File: config.mk
export PLATFORM = sky130hd
export DESIGN_NAME = i2c_bit_phy
export DESIGN_NICKNAME = d
export VERILOG_FILES = /design/src/rtl/i2c_bit_phy_pkg.sv /design/src/rtl/i2c_sync2.sv /design/src/rtl/i2c_bit_phy.sv
export SDC_FILE = /design/constraint.sdc
export NUM_CORES = 1
export LEC_CHECK = 0
export CORE_ASPECT_RATIO = 1.5
export CORE_MARGIN = 4
export CORE_UTILIZATION = 55
export CTS_CLUSTER_DIAMETER = 80
export DETAILED_ROUTE_END_ITERATION = 8
export PLACE_DENSITY = 0.79
export SLEW_MARGIN = 20
export SYNTH_ARGS = -nofsm -noshare
export SYNTH_HDL_FRONTEND = slang
export SYNTH_SLANG_ARGS = --single-unit
File: constraint.sdc
create_clock -name clk -period 3.65 [get_ports clk]
set_clock_uncertainty 0.1 [all_clocks]
set_input_delay 0.73 -clock clk [delete_from_list [all_inputs] [get_ports clk]]
set_output_delay 0.73 -clock clk [all_outputs]
set_load 0.05 [all_outputs]
File: src/rtl/i2c_bit_phy_pkg.sv
// Shared definitions for the I2C bit engine: op codes, quarter encodings,
// FSM states and the per-quarter line-level table.
package i2c_bit_phy_pkg;

    localparam logic [2:0] I2C_OP_START   = 3'd0;
    localparam logic [2:0] I2C_OP_RESTART = 3'd1;
    localparam logic [2:0] I2C_OP_STOP    = 3'd2;
    localparam logic [2:0] I2C_OP_WRITE   = 3'd3;
    localparam logic [2:0] I2C_OP_READ    = 3'd4;

    localparam logic [1:0] I2C_Q0 = 2'd0;
    localparam logic [1:0] I2C_Q1 = 2'd1;
    localparam logic [1:0] I2C_Q2 = 2'd2;
    localparam logic [1:0] I2C_Q3 = 2'd3;

    typedef enum logic [1:0] {
        ST_IDLE = 2'd0,
        ST_CMD  = 2'd1,
        ST_RESP = 2'd2
    } state_t;

    // Open-drain enables: 1 pulls the line low, 0 releases it.
    typedef struct packed {
        logic scl;
        logic sda;
    } oe_t;

    function automatic logic op_legal(input logic [2:0] op);
        return op <= I2C_OP_READ;
    endfunction

    // Line levels for one quarter of a bus primitive.
    function automatic oe_t quarter_oe(input logic [2:0] op,
                                       input logic [1:0] qtr,
                                       input logic       wbit);
        oe_t r;
        r.scl = 1'b0;
        r.sda = 1'b0;
        case (op)
            I2C_OP_START: begin
                r.scl = (qtr == I2C_Q2) || (qtr == I2C_Q3);
                r.sda = (qtr != I2C_Q0);
            end
            I2C_OP_RESTART: begin
                r.scl = (qtr == I2C_Q0) || (qtr == I2C_Q3);
                r.sda = (qtr == I2C_Q2) || (qtr == I2C_Q3);
            end
            I2C_OP_STOP: begin
                r.scl = (qtr == I2C_Q0);
                r.sda = (qtr == I2C_Q0) || (qtr == I2C_Q1);
            end
            I2C_OP_WRITE: begin
                r.scl = (qtr == I2C_Q0) || (qtr == I2C_Q3);
                r.sda = ~wbit;
            end
            I2C_OP_READ: begin
                r.scl = (qtr == I2C_Q0) || (qtr == I2C_Q3);
                r.sda = 1'b0;
            end
            default: begin
                r.scl = 1'b0;
                r.sda = 1'b0;
            end
        endcase
        return r;
    endfunction

endpackage

File: src/rtl/i2c_sync2.sv
// Two-flop synchronizer for an asynchronous pad input, with a selectable
// reset value so an idle (released) bus line reads high out of reset.
module i2c_sync2 #(
    parameter logic RST_VAL = 1'b1
) (
    input  logic clk,
    input  logic rst,
    input  logic d,
    output logic q
);

    logic meta_q, meta_d;
    logic sync_q, sync_d;

    // Next-value selection for the two stages.
    always_comb begin
        meta_d = d;
        sync_d = meta_q;
    end

    // Synchronizer flops.
    always_ff @(posedge clk or posedge rst) begin
        if (rst) begin
            meta_q <= RST_VAL;
            sync_q <= RST_VAL;
        end else begin
            meta_q <= meta_d;
            sync_q <= sync_d;
        end
    end

    assign q = sync_q;

endmodule

File: src/rtl/i2c_bit_phy.sv
// Bit-level I2C bus engine: executes one START/RESTART/STOP/WRITE/READ
// primitive per command as four timed quarters, honours clock stretching,
// detects arbitration loss and tracks bus-busy from observed conditions.
module i2c_bit_phy
    import i2c_bit_phy_pkg::*;
#(
    parameter int PRESCALE_W = 16
) (
    input  logic                  clk,
    input  logic                  rst,
    input  logic [PRESCALE_W-1:0] cfg_div,
    input  logic                  cmd_valid,
    output logic                  cmd_ready,
    input  logic [2:0]            cmd_op,
    input  logic                  cmd_bit,
    output logic                  rsp_valid,
    output logic                  rsp_bit,
    output logic                  rsp_arb_lost,
    output logic                  bus_busy,
    input  logic                  scl_i,
    input  logic                  sda_i,
    output logic                  scl_oe,
    output logic                  sda_oe
);

    localparam logic [PRESCALE_W-1:0] CNT_ONE = PRESCALE_W'(1);

    logic scl_s, sda_s;

    state_t                state_q, state_d;
    logic [1:0]            quarter_q, quarter_d;
    logic [PRESCALE_W-1:0] cnt_q, cnt_d;
    logic [PRESCALE_W-1:0] div_q, div_d;
    logic [2:0]            op_q, op_d;
    logic                  bit_q, bit_d;
    logic                  scl_oe_q, scl_oe_d;
    logic                  sda_oe_q, sda_oe_d;
    logic                  res_bit_q, res_bit_d;
    logic                  res_arb_q, res_arb_d;
    logic                  rsp_valid_q, rsp_valid_d;
    logic                  rsp_bit_q, rsp_bit_d;
    logic                  rsp_arb_q, rsp_arb_d;
    logic                  owner_q, owner_d;
    logic                  busy_q, busy_d;
    logic                  sda_prev_q, sda_prev_d;

    oe_t  cur_oe, nxt_oe, acc_oe;
    logic stall, lost;

    i2c_sync2 #(.RST_VAL(1'b1)) u_sync_scl (.clk(clk), .rst(rst), .d(scl_i), .q(scl_s));
    i2c_sync2 #(.RST_VAL(1'b1)) u_sync_sda (.clk(clk), .rst(rst), .d(sda_i), .q(sda_s));

    assign cmd_ready    = (state_q == ST_IDLE);
    assign rsp_valid    = rsp_valid_q;
    assign rsp_bit      = rsp_bit_q;
    assign rsp_arb_lost = rsp_arb_q;
    assign bus_busy     = busy_q;
    assign scl_oe       = scl_oe_q;
    assign sda_oe       = sda_oe_q;

    // START/STOP condition detection on the synchronized bus (any controller).
    always_comb begin
        busy_d     = busy_q;
        sda_prev_d = sda_s;
        if (scl_s && sda_prev_q && !sda_s) begin
            busy_d = 1'b1;
        end else if (scl_s && !sda_prev_q && sda_s) begin
            busy_d = 1'b0;
        end
    end

    // Command sequencing. Line enables are computed from the next quarter so
    // they change on the same edge the quarter begins; this keeps the
    // stretching wait down to the synchronizer delay under loopback.
    always_comb begin
        state_d     = state_q;
        quarter_d   = quarter_q;
        cnt_d       = cnt_q;
        div_d       = div_q;
        op_d        = op_q;
        bit_d       = bit_q;
        scl_oe_d    = scl_oe_q;
        sda_oe_d    = sda_oe_q;
        res_bit_d   = res_bit_q;
        res_arb_d   = res_arb_q;
        owner_d     = owner_q;
        rsp_valid_d = 1'b0;
        rsp_bit_d   = 1'b0;
        rsp_arb_d   = 1'b0;
        lost        = 1'b0;
        cur_oe      = quarter_oe(op_q, quarter_q, bit_q);
        nxt_oe      = quarter_oe(op_q, quarter_q + 2'd1, bit_q);
        acc_oe      = quarter_oe(cmd_op, I2C_Q0, cmd_bit);
        // A quarter with SCL released waits until the line is actually high.
        stall       = !cur_oe.scl && !scl_s;

        case (state_q)
            ST_IDLE: begin
                if (cmd_valid) begin
                    div_d     = cfg_div;
                    op_d      = cmd_op;
                    bit_d     = cmd_bit;
                    quarter_d = I2C_Q0;
                    cnt_d     = '0;
                    res_bit_d = 1'b0;
                    res_arb_d = 1'b0;
                    if (!op_legal(cmd_op)) begin
                        state_d = ST_RESP;
                    end else if (cmd_op == I2C_OP_START && busy_q && !owner_q) begin
                        // Someone else holds the bus: refuse without touching it.
                        res_arb_d = 1'b1;
                        state_d   = ST_RESP;
                    end else begin
                        state_d  = ST_CMD;
                        scl_oe_d = acc_oe.scl;
                        sda_oe_d = acc_oe.sda;
                    end
                end
            end
            ST_CMD: begin
                if (!stall) begin
                    if (cnt_q == div_q) begin
                        if (quarter_q == I2C_Q0 && op_q == I2C_OP_START && !sda_s) begin
                            lost = 1'b1;
                        end
                        if (quarter_q == I2C_Q2 &&
                            (op_q == I2C_OP_WRITE || op_q == I2C_OP_READ)) begin
                            res_bit_d = sda_s;
                            if (op_q == I2C_OP_WRITE && bit_q && !sda_s) begin
                                lost = 1'b1;
                            end
                        end
                        if (lost) begin
                            scl_oe_d  = 1'b0;
                            sda_oe_d  = 1'b0;
                            owner_d   = 1'b0;
                            res_arb_d = 1'b1;
                            state_d   = ST_RESP;
                        end else if (quarter_q == I2C_Q3) begin
                            state_d = ST_RESP;
                            if (op_q == I2C_OP_START) begin
                                owner_d = 1'b1;
                            end
                            if (op_q == I2C_OP_STOP) begin
                                owner_d = 1'b0;
                            end
                        end else begin
                            quarter_d = quarter_q + 2'd1;
                            cnt_d     = '0;
                            scl_oe_d  = nxt_oe.scl;
                            sda_oe_d  = nxt_oe.sda;
                        end
                    end else begin
                        cnt_d = cnt_q + CNT_ONE;
                    end
                end
            end
            ST_RESP: begin
                state_d     = ST_IDLE;
                rsp_valid_d = 1'b1;
                rsp_bit_d   = res_bit_q;
                rsp_arb_d   = res_arb_q;
            end
            default: begin
                state_d = ST_IDLE;
            end
        endcase
    end

    // Control and output state; reset releases both lines immediately.
    always_ff @(posedge clk or posedge rst) begin
        if (rst) begin
            state_q     <= ST_IDLE;
            scl_oe_q    <= 1'b0;
            sda_oe_q    <= 1'b0;
            res_bit_q   <= 1'b0;
            res_arb_q   <= 1'b0;
            rsp_valid_q <= 1'b0;
            rsp_bit_q   <= 1'b0;
            rsp_arb_q   <= 1'b0;
            owner_q     <= 1'b0;
            busy_q      <= 1'b0;
            sda_prev_q  <= 1'b1;
        end else begin
            state_q     <= state_d;
            scl_oe_q    <= scl_oe_d;
            sda_oe_q    <= sda_oe_d;
            res_bit_q   <= res_bit_d;
            res_arb_q   <= res_arb_d;
            rsp_valid_q <= rsp_valid_d;
            rsp_bit_q   <= rsp_bit_d;
            rsp_arb_q   <= rsp_arb_d;
            owner_q     <= owner_d;
            busy_q      <= busy_d;
            sda_prev_q  <= sda_prev_d;
        end
    end

    // Per-command data, loaded at accept and only read while a command runs.
    always_ff @(posedge clk) begin
        quarter_q <= quarter_d;
        cnt_q     <= cnt_d;
        div_q     <= div_d;
        op_q      <= op_d;
        bit_q     <= bit_d;
    end

endmodule

; ---- Word-level counts from Yosys, hierarchy flattened
; Cells that the tools add are included.
[totals]
regBits = 54
latch_bits = 0
ramBits = 0
rom_bits = 0
input_bits = 25
out_inout_bits = 7
word_cells = 166
memories = 0
[classes]
addsub = 2
n_mul = 0
n_div = 0
n_lt_le_gt_ge = 1
eq_ne = 30
shifts = 0
mux = 66
bitwise_logic = 3
reduce_logical = 44
[ops]
columns = operator, count
row1 = $mux W16, 5
row2 = $mux W1, 39
row3 = $pmux W16 S2, 1
row4 = $mux W2, 12
row5 = $pmux W2 S5, 2
row6 = $reduce_and A5 Y1, 4
row7 = $add A16 B1 Y16 const B, 1
row8 = $eq A16 B16 Y1, 1
row9 = $ne A2 B2 Y1 const B, 8
row10 = $eq A3 B2 Y1 const B, 4
row11 = $logic_and A1 B1 Y1, 12
row12 = $ne A3 B3 Y1 const B, 4
row13 = $eq A2 B2 Y1 const B, 5
row14 = $reduce_bool A2 Y1, 5
row15 = $pmux W1 S2, 4
row16 = $pmux W2 S2, 2
row17 = $logic_or A1 B1 Y1, 7
row18 = $reduce_and A7 Y1, 1
row19 = $eq A2 B1 Y1 const B, 3
row20 = $eq A3 B1 Y1 const B, 2
row21 = $eq A3 B3 Y1 const B, 2
row22 = $logic_not A2 Y1, 3
row23 = $logic_not A3 Y1, 2
row24 = $pmux W2 S3, 1
row25 = other kinds (10), 16

; ---- Depth between registers and ports, before layout
; Gate-level depths: netlist of the first run.
[depth]
depth_word = 13
mapped_depth = 8
mapped_depth_nobuf = 7

; ---- Hierarchy
; From an unflattened synthesis of the first run, not the netlist that was laid out.
[hier_totals]
hier_cells = 229
area_unflattened_um2 = 2723.9
[modules_own_cells]
columns = mod, instances, cells_each, area_each_um2, seq_area_each_um2
row1 = i2c_bit_phy, 1, 223, 2611.3, 1442.6
row2 = i2c_sync2, 2, 3, 56.3, 52.6

; ---- Worst setup path after synthesis of the first run
; No wires, ideal clock.
[synth_timing]
path_kind = register to register
startpoint = register quarter_q[0]
endpoint = register cnt_q[0] (enable)
setup_ns = 0.388
t_arrival_ns = 2.087
required_time_ns = 3.162
slack_ns = 1.075
path_stages_with_launch = 6
path_buffers = 0
synth_period_minus_slack_ns = 2.575
path_cell_list = edfxtp_1 > inv_1 > ha_1 > a21o_1 > a311o_1 > nor2_1
[synth_via]
elab_chain_cells = 11
elab_cells_between_ends = 21
cone_classes = eq/ne (5) / mux (7) / reduce/logical (9)
[synth_lines]
columns = item, line_no
row1 = from (decl), i2c_bit_phy.sv:31  ; logic [1:0] quarter_q, quarter_d;
row2 = from (signal assigned), i2c_bit_phy.sv:201  ; quarter_q <= quarter_d;
row3 = $logic_not A2 Y1, --
row4 = $logic_and A1 B1 Y1 (2 in a row), i2c_bit_phy.sv:123  ; if (quarter_q == I2C_Q0 && op_q == I2C_OP_START && !sda_s) begin
row5 = $mux W1, i2c_bit_phy.sv:123
row6 = $mux W1, i2c_bit_phy.sv:129  ; if (op_q == I2C_OP_WRITE && bit_q && !sda_s) begin
row7 = $mux W1, i2c_bit_phy.sv:126  ; if (quarter_q == I2C_Q2 &&
row8 = $mux W1, i2c_bit_phy.sv:122  ; if (cnt_q == div_q) begin
row9 = $mux W1, i2c_bit_phy.sv:121  ; if (!stall) begin
row10 = $mux W1, i2c_bit_phy.sv:97  ; case (state_q)
row11 = $ne A3 B3 Y1 (no source line), --
row12 = $reduce_and A5 Y1 (no source line) *, --
row13 = to (signal assigned), i2c_bit_phy.sv:202  ; cnt_q <= cnt_d;
row14 = to (decl), i2c_bit_phy.sv:32  ; logic [PRESCALE_W-1:0] cnt_q, cnt_d;
; Mark *: on every way between the ends. The rest lies on a longest branch, timed or not. The select of a mux whose other input is x is not followed.
; A chain may end at the register's enable or synchronous reset.

; ---- Final worst setup path of the first run
[layout_timing]
startpoint = register state_q[0]
endpoint = output cmd_ready
[layout_via]
elab_chain_cells = 1
[layout_lines]
columns = item, line_no
row1 = from (decl), i2c_bit_phy.sv:30  ; state_t state_q, state_d;
row2 = from (signal assigned), i2c_bit_phy.sv:185  ; state_q <= state_d;
row3 = $logic_not A2 Y1, i2c_bit_phy.sv:53  ; assign cmd_ready = (state_q == ST_IDLE);
row4 = to (decl), i2c_bit_phy.sv:13  ; output logic cmd_ready,
; No other way between the ends.

==> results.json, run 1 <==
{
  "status": "finished clean",
  "syn_inst": 228,
  "endpoint_kind": "output port",
  "slew_viol_final": 0,
  "placed_cell_area_mm2": 0.00306,
  "synth.yosys.seq_area_share_pct": 57.1,
  "grt_pass1_vias": 1917,
  "clockBufferDepth": 2,
  "die-area_mm2": 0.00614,
  "avgRoutedWirePerCell_um": 15.5,
  "cellLeakagePower_nw": 1.15,
  "min_period_over_period_pct": 72.7,
  "firstDrtPassIters": 4,
  "yosysWarnings": 0,
  "seqPwrFrac_pct": 46.8,
  "cts_resized": 0,
  "synthArstFlopShare_pct": 29.6,
  "post-route-drc-count": 0,
  "avgSynthCellArea_um2": 11.9,
  "worstPathRequired_ns": 2.82,
  "yosys_most_used_dff": "edfxtp_1",
  "hold_class": "register to register",
  "cts-root-buf": "clkbuf_8",
  "antenna_found_initial": 0,
  "rows": 31,
  "critPathLaunchType": "register",
  "period_minus_slack_ns": 2.65,
  "fin_area_mm2": 0.00316,
  "crit_slowest_cell": "clkdlybuf4s50_1",
  "hold_viol": 0,
  "overflow": 0,
  "num_vias": 1789,
  "crit_chain": "nor2_1 -> clkdlybuf4s50_1",
  "relSlewSlack_pct": 58.9,
  "max_freq_ghz": 0.377,
  "die_y_um": 94.0,
  "cts_setup_buffers": 0,
  "grt_start_max_net_pins": 18,
  "setup_viol": 0,
  "worstMarginPinSlew_ns": 0.617,
  "tns_ns": 0,
  "power_density_mw_per_mm2": 774,
  "track_usage_pct": 18.5,
  "tritoncts": "built",
  "post-route-util_pct": 65.7,
  "netlist-cell-type-count": 52,
  "clock_sinks": 54,
  "numCtsBuffers": 5,
  "clkLatencyLatePin_ns": 0.30,
  "cap_viol_max_count": 0,
  "gp_congestion": 0.906,
  "grt_pass1_wl_mm": 8.63,
  "nNetsFinal": 289,
  "drive_above_1_share_pct": 9.23,
  "layout_common_cells": "38 x edfxtp_1, 31 x clkdlybuf4s50_1, 28 x nor2_1",
  "netlist_area_mm2": 0.00271,
  "die_width_um": 65.3,
  "final_common_cell": "edfxtp_1",
  "worstSetupPathType": "register to output port",
  "cts_max_level": 2,
  "ctsHoldBuffers": 0,
  "rsz0062_at_grt": "no",
  "swShare_pct": 39.3,
  "boundaryPins": 32,
  "p_clk_share_pct": 14.2,
  "synth-edff-count": 38,
  "p_switching_w": 0.000961,
  "path_clk_slew_ns": 0.09,
  "core-area_mm2": 0.00481,
  "syn2layout_area_growth_pct": 16.5,
  "numPortBuffers": 31,
  "synth.ff_latch_count": 54,
  "p_int_w": 0.00149,
  "critical_path.max_fanout": 11,
  "hpwl_mm": 3.86,
  "comb_power_share_pct": 39.0,
  "critical-path-top-delay-family": "buffers and inverters",
  "crit_arrival_ns": 1.82,
  "synthesis.nets": 258,
  "ir_drop_mv": 0.442,
  "viasPerCell": 5.49,
  "n_antenna_cell": 0,
  "initial_core_util_pct": 56.4,
  "cpPeakStageDelay_ns": 0.82,
  "critPathBufInv": 1,
  "drt_iter0_markers": 110,
  "drt-total-wl_mm": 5.07,
  "antenna_left": 0
}
==> Yosys cell counts (all sizes together), types with 3 or more instances <==
| master | n | area share, % |
|---|---|---|
| o211ai | 3 | 1.2 |
| nand2b | 4 | 0.92 |
| nand4 | 9 | 2.1 |
| a21oi | 5 | 1.1 |
| o31ai | 3 | 0.83 |
| nor2 | 28 | 3.9 |
| ha | 5 | 2.3 |
| inv | 12 | 1.7 |
| xor2 | 9 | 2.9 |
| dfstp | 5 | 4.8 |
| mux2 | 3 | 1.2 |
| xnor2 | 21 | 6.8 |
| nand2 | 12 | 1.7 |
| buf | 7 | 1.8 |
| nand3 | 10 | 1.8 |
| o21ai | 4 | 0.74 |
| edfxtp | 38 | 42 |
| dfrtp | 11 | 10 |
| nor3 | 3 | 0.55 |
| and3 | 3 | 0.69 |
==> worst reg2reg max path: cells and delay by family (launching register included) <==
family / cells / cell delay [ns]
xor gates and xnor gates: 1 / 0.20
DFF: 1 / 0.51
and+or+nand+nor: 4 / 1.53
==> power groups by stage <==
stage                     sequential, W  combinational (W)  clock [W]
after floorplan                 0.00112           0.000731          0
final                           0.00114           0.000955   0.000347
after global routing            0.00118            0.00105   0.000386
after global placement          0.00115           0.000935          0
after CTS                       0.00115           0.000959   0.000358
after detailed placement        0.00116           0.000952          0
==> layer usage <==
| layer | up-vias | routed length [µm] | global-route usage [%] |
|---|---|---|---|
| met5 | - | 0 | 0 |
| met4 | 0 | 185 | 10.0 |
| met3 | 14 | 147 | 3.11 |
| met2 | 40 | 2910 | 34.2 |
| met1 | 854 | 1830 | 19.3 |
| li1 | 881 | - | - |
==> kinds of logic after synthesis <==
| group | synth area share [%] |
|---|---|
| AOI/OAI and AO/OA | 9.73 |
| xor gates and xnor gates | 9.69 |
| adders and majority gates | 2.31 |
| buffers and inverters | 3.78 |
| DFF | 57.1 |
| muxes | 1.61 |
| and+or+nand+nor | 15.8 |
==> worst paths after layout <==
| path | startpoint | endpoint | slack [ns] | cells after the start |
|---|---|---|---|---|
| worst min-delay path | u_sync_sda.meta_q | u_sync_sda.q | 0.26 | 0 |
| min in group asynchronous | rst | rsp_bit | 0.67 | 2 |
| worst min register to register | u_sync_sda.meta_q | u_sync_sda.q | 0.26 | 0 |
| worst max register to register | cnt_q[2] | cnt_q[3] | 1.04 | 5 |
| max in group asynchronous | rst | u_sync_scl.q | 2.41 | 2 |
| worst max-delay path | state_q[0] | cmd_ready | 1.0 | 2 |
==> final cells by class <==
cell class | instances | area, µm²
clock inverter | 2 | 15.0
tap | 66 | 82.6
timing repair buffer | 33 | 325
sequential | 54 | 1550
inverter | 12 | 45.0
clock buffer | 6 | 82.6
fill | 399 | 1650
multi-input combinational | 153 | 1060
==> flip-flops by register name, indices dropped and copies added, names as in the netlist, 2 cells and up <==
signal     count
cnt_q         16
div_q         16
op_q           3
quarter_q      2
state_q        2
==> per-stage QoR <==
| step | worst slack (ns) | total power [W] | hold slack, ns | cells |
|---|---|---|---|---|
| 6_report | 0.998 | 0.00245 | 0.261 | 326 |
| 5_1_grt | 0.861 | 0.00262 | 0.266 | 326 |
| 4_1_cts | 0.989 | 0.00246 | 0.261 | 326 |
| 3_5_place_dp | 0.808 | 0.00211 | 0.247 | 318 |
| 3_3_place_gp | 0.924 | 0.00209 | 0.246 | 318 |
| 2_1_floorplan | 1.07 | 0.00186 | 0.245 | 228 |
(Power assumes the default switching activity.)
==> run 2: changes to the inputs <==
--- a/config.mk
+++ b/config.mk
@@ -7,10 +7,10 @@
 export LEC_CHECK = 0
 export CORE_ASPECT_RATIO = 1.5
 export CORE_MARGIN = 4
-export CORE_UTILIZATION = 55
+export CORE_UTILIZATION = 50
 export CTS_CLUSTER_DIAMETER = 80
 export DETAILED_ROUTE_END_ITERATION = 8
-export PLACE_DENSITY = 0.79
+export PLACE_DENSITY = 0.75
 export SLEW_MARGIN = 20
 export SYNTH_ARGS = -nofsm -noshare
 export SYNTH_HDL_FRONTEND = slang
==> constraint.sdc (replaced) <==
create_clock -name clk -period 2.15 [get_ports clk]
set_clock_uncertainty 0.1 [all_clocks]
set_input_delay 0.43 -clock clk [delete_from_list [all_inputs] [get_ports clk]]
set_output_delay 0.43 -clock clk [all_outputs]
set_load 0.05 [all_outputs]
==> run 2 against run 1 <==
  * The run now ends with negative setup slack left
  * Register-to-register slack got worse by 1.2 ns
  * Sequential share of layout area decreased by 8.1 points
  * First-iteration DRC count increased by 22%
  * Final area increased by 20%
  * Total power increased by 110%
==> results.json, run 2 (synthesized netlist as in run 1, its figures left out) <==
{
  "status": "finished, violations left",
  "failed_checks": "negative setup slack",
  "critical_path.max_fanout": 4,
  "grt_pass1_wl_mm": 10.1,
  "numCtsBuffers": 5,
  "slew_viol_final": 0,
  "firstDrtPassIters": 4,
  "worstMarginPinSlew_ns": 0.587,
  "hpwl_mm": 4.32,
  "worstSetupPathType": "register to register",
  "r2r_start": "quarter_q[1]",
  "clock_sinks": 54,
  "core-area_mm2": 0.00520,
  "cellLeakagePower_nw": 1.48,
  "final_common_cell": "buf_4",
  "relSlewSlack_pct": 60.8,
  "critPathBufInv": 2,
  "antenna_found_initial": 0,
  "wl_met1_mm": 2.37,
  "gp_congestion": 0.821,
  "overflow": 0,
  "track_usage_pct": 19.9,
  "drt_iter0_markers": 134,
  "tritoncts": "built",
  "critPathLaunchType": "register",
  "layout_common_cells": "54 x buf_4, 38 x edfxtp_1, 30 x clkdlybuf4s50_1",
  "clockBufferDepth": 2,
  "post-route-drc-count": 0,
  "syn2layout_area_growth_pct": 39.7,
  "nFillCells": 346,
  "drt-total-wl_mm": 6.35,
  "nNetsFinal": 348,
  "rows": 32,
  "rsz0062_at_grt": "yes",
  "setup_ws_ns": -0.210,
  "worstPathRequired_ns": 2.26,
  "ir_drop_mv": 0.711,
  "cp.depth": 8,
  "rr_endpoint": "state_q[1]",
  "avgRoutedWirePerCell_um": 16.4,
  "die_y_um": 98.2,
  "critical-path-top-delay-family": "compound AO/OA/AOI/OAI gates",
  "cts-root-buf": "clkbuf_8",
  "hold_viol": 0,
  "grt_start_max_net_pins": 17,
  "max_freq_ghz": 0.424,
  "crit_slowest_cell": "edfxtp_1",
  "endpoint_kind": "register",
  "grt_pass1_vias": 2211,
  "hold_class": "register to register",
  "setup.worst_path.end": "state_q[1]",
  "cp-startpoint": "quarter_q[1]",
  "viasPerCell": 5.40,
  "top_layer": "met4",
  "tns_ns": -4.04,
  "crit_arrival_ns": 2.47,
  "die_width_um": 68.1,
  "boundaryPins": 32,
  "instances_no_fill": 387,
  "period_minus_slack_ns": 2.36,
  "initial_core_util_pct": 52.1,
  "top_regs": "cnt_q (16), div_q (16), op_q (3)",
  "drive_above_1_share_pct": 32.9,
  "ff2ff_path_depth": 8,
  "cts_max_level": 2,
  "numPortBuffers": 31,
  "num_vias": 2090,
  "setup_viol": 25,
  "n_antenna_cell": 0,
  "wl_met3_um": 205,
  "dpl.cell_count": 361,
  "wl_met2_mm": 3.52,
  "clkLatencyLatePin_ns": 0.31,
  "ctsHoldBuffers": 0,
  "power_density_mw_per_mm2": 1340,
  "cpPeakStageDelay_ns": 0.48,
  "pre_cts_ws_ns": -0.301,
  "min_period_over_period_pct": 110,
  "die-area_mm2": 0.00669,
  "path_clk_slew_ns": 0.09,
  "crit_chain": "buf_6 -> ha_4 -> or2_4 -> a221oi_4 -> a311o_1 -> o21bai_4 -> buf_4 -> nor3b_2",
  "reg2reg_slack_ns": -0.21,
  "antenna_left": 0,
  "cap_viol_max_count": 0
}
## run 2: metal layers
layer	GRT usage, %	vias to the layer above
met5	0	-
met4	11.9	0
met3	3.34	25
met2	34.8	58
met1	21.3	1008
li1	-	999
## run 2: stage by stage
stage	cell area (µm²)	power, W	hold slack (ns)	utilization [%]
floorplan	2760	0.00322	0.240	-
global placement	3440	0.00401	0.246	66.1
detailed placement	3440	0.00408	0.249	66.1
CTS	3700	0.00489	0.262	71.1
global route	3790	0.00538	0.263	72.8
finish	3790	0.00509	0.261	72.8
## run 2: repair_timing
item | CTS | global route
buffers inserted | 13 | 6
resized for setup | 11 | 12
endpoints found under the hold margin | 0 | 0
pin swaps | 5 | 11
setup endpoints to repair | 27 | 41
## run 2: worst min path at each step
stage                                  from           end  cells after the start
after floorplan                         rst      bus_busy                      1
after global placement    u_sync_sda.meta_q  u_sync_sda.q                      0
after detailed placement  u_sync_sda.meta_q  u_sync_sda.q                      0
after CTS                 u_sync_scl.meta_q  u_sync_scl.q                      0
after global routing      u_sync_scl.meta_q  u_sync_scl.q                      0
final                     u_sync_scl.meta_q  u_sync_scl.q                      0
## run 2: layout make-up
cell class	count	area (µm²)	share of cell area [%]
Clock buffer	5	68.8	1.82
Clock inverter	3	16.3	0.429
Inverter	12	45.0	1.19
Multi-Input combinational cell	153	1200	31.8
Sequential cell	54	1550	40.8
Tap cell	68	85.1	2.24
Timing Repair Buffer	92	822	21.7
## run 2: report_power, final
group,switching [W],internal [W]
Combinational,0.00135,0.00136
Clock,0.000321,0.000224
Sequential,0.000269,0.00157
## run 2: worst reg2reg max path: cells and delay by family, from the launching register on
family	cells	cell delay, ns
AOI/OAI and AO/OA	3	0.93
buffers and inverters	2	0.32
adders and majority gates	1	0.15
and+or+nand+nor	2	0.27
DFF	1	0.48
==> run 3: changes to the inputs <==
--- a/config.mk
+++ b/config.mk
@@ -5,7 +5,6 @@
 export SDC_FILE = /design/constraint.sdc
 export NUM_CORES = 1
 export LEC_CHECK = 0
-export CORE_ASPECT_RATIO = 1.5
 export CORE_MARGIN = 4
 export CORE_UTILIZATION = 50
 export CTS_CLUSTER_DIAMETER = 80
==> run 3 against run 2 <==
  * Utilization is 2.6 points lower
  * Total power is 3.2% lower
  * The run still ends with negative setup slack left
  * Highest routed layer unchanged
  * Non-clock buffer count is 18 lower
==> results.json, run 3 (synthesized netlist as in run 1, its figures left out) <==
{
  "core-area_mm2": 0.00517,
  "worstPathRequired_ns": 2.13,
  "tritoncts": "built",
  "grt_start_max_net_pins": 18,
  "ctsHoldBuffers": 0,
  "ir_drop_mv": 0.789,
  "initial_core_util_pct": 52.4,
  "drive_above_1_share_pct": 28.2,
  "n_antenna_cell": 0,
  "setup_viol": 23,
  "nNetsFinal": 330,
  "avgRoutedWirePerCell_um": 15.6,
  "failed_checks": "negative setup slack",
  "die_y_um": 81.7,
  "drt-total-wl_mm": 5.79,
  "hold_path_depth": 0,
  "worstHoldStart": "u_sync_sda.meta_q",
  "critPathLaunchType": "register",
  "crit_chain": "inv_2 -> ha_4 -> or3b_1 -> a211o_4 -> a21oi_4 -> and2_4 -> nor2_4 -> buf_12",
  "clockBufferDepth": 2,
  "cellLeakagePower_nw": 1.38,
  "critical_path.max_fanout": 9,
  "critPathBufInv": 2,
  "hold_path_end": "u_sync_sda.q",
  "status": "finished, violations left",
  "ff2ff_path_depth": 8,
  "slew_viol_final": 0,
  "cap_viol_max_count": 0,
  "die-area_mm2": 0.00667,
  "endpoint_kind": "register",
  "track_usage_pct": 19.0,
  "numCtsBuffers": 5,
  "antenna_left": 0,
  "path_clk_slew_ns": 0.10,
  "rsz0062_at_grt": "yes",
  "r2r_start": "quarter_q[0]",
  "power_density_mw_per_mm2": 1360,
  "rows": 26,
  "worstMarginPinSlew_ns": 0.579,
  "grt_pass1_wl_mm": 9.47,
  "gp_congestion": 0.897,
  "drt_iter0_markers": 128,
  "rr_endpoint": "cnt_q[11]",
  "min_period_over_period_pct": 107,
  "die_width_um": 81.7,
  "cpPeakStageDelay_ns": 0.46,
  "hpwl_mm": 4.23,
  "post-route-drc-count": 0,
  "hold_ws_ns": 0.260,
  "instances_no_fill": 371,
  "viasPerCell": 5.33,
  "boundaryPins": 32,
  "cts-root-buf": "clkbuf_8",
  "relSlewSlack_pct": 61.3,
  "crit_arrival_ns": 2.29,
  "grt_pass1_vias": 1939,
  "numPortBuffers": 31,
  "hold_class": "register to register",
  "num_vias": 1979,
  "dpl.cell_count": 357,
  "clock_sinks": 54,
  "syn2layout_area_growth_pct": 33.8,
  "worstSetupPathType": "register to register",
  "reg2reg_slack_ns": -0.16,
  "nFillCells": 375,
  "antenna_found_initial": 0,
  "critical-path-top-delay-family": "simple AND/OR/NAND/NOR gates",
  "overflow": 0,
  "setup_ws_ns": -0.157,
  "clkLatencyLatePin_ns": 0.31,
  "firstDrtPassIters": 4,
  "layout_common_cells": "38 x edfxtp_1, 38 x buf_4, 30 x clkdlybuf4s50_1",
  "crit_slowest_cell": "edfxtp_1",
  "max_freq_ghz": 0.433,
  "cts_max_level": 2,
  "period_minus_slack_ns": 2.31,
  "hold_viol": 0,
  "top_regs": "cnt_q (16), div_q (16), op_q (3)"
}
-- run 3: timing repair --
item                       in CTS  in global routing
pin swaps                       3                  3
setup buffers                   5                  1
setup endpoints to repair      25                 30
resized for setup              10                  3
-- run 3: worst max-delay path by stage --
| stage | from | endpoint | slack (ns) | depth (start not counted) |
|---|---|---|---|---|
| 2_1_floorplan | quarter_q[0] | scl_oe | -0.0008 | 7 |
| 3_3_place_gp | cmd_op[1] | sda_oe | -0.27 | 6 |
| 3_5_place_dp | cmd_op[1] | sda_oe | -0.32 | 6 |
| 4_1_cts | quarter_q[0] | cnt_q[11] | -0.14 | 8 |
| 5_1_grt | quarter_q[0] | cnt_q[15] | -0.20 | 8 |
| 6_report | quarter_q[0] | cnt_q[11] | -0.16 | 8 |
-- run 3: report_power, final --
group / switching [W] / internal [W] / total [W]
logic: 0.00125 / 0.00123 / 0.00247
registers: 0.000282 / 0.00157 / 0.00185
clock network: 0.000338 / 0.000267 / 0.000605
-- run 3: cell type report --
type,count,area (µm²),area share (%)
clock inverters,2,15.0,0.414
flip-flops and latches,54,1550,42.6
well taps,70,87.6,2.41
multi-input cells,153,1160,32.1
clock buffers,6,82.6,2.28
repair buffers,74,688,19.0
inverters,12,45.0,1.24
-- run 3: per-stage QoR --
stage / area (µm²) / setup slack (ns) / util [%] / total power (W) / setup TNS (ns)
after floorplan: 2760 / -0.000801 / - / 0.00322 / -0.00160
after global placement: 3400 / -0.266 / 65.7 / 0.00399 / -2.63
after detailed placement: 3400 / -0.316 / 65.7 / 0.00408 / -3.81
after CTS: 3610 / -0.136 / 69.8 / 0.00493 / -2.86
after global routing: 3630 / -0.198 / 70.2 / 0.00524 / -4.07
final: 3630 / -0.157 / 70.2 / 0.00493 / -3.05
-- run 3: routing by layer --
metal  vias up  GRT usage (%)  wire length [µm]
met2        54           30.5              2760
met3         4           4.50               329
met1       951           25.6              2650
met4         0           6.15                46
li1        970              -                 -
met5         -              0                 0
-- run 3: worst reg2reg max path: cells and delay by family, from the launching register on --
kind | cells | cell delay [ns]
compound gates | 2 | 0.52
fa+ha+maj | 1 | 0.14
buf+inv | 2 | 0.27
flops | 1 | 0.46
simple gates | 3 | 0.59
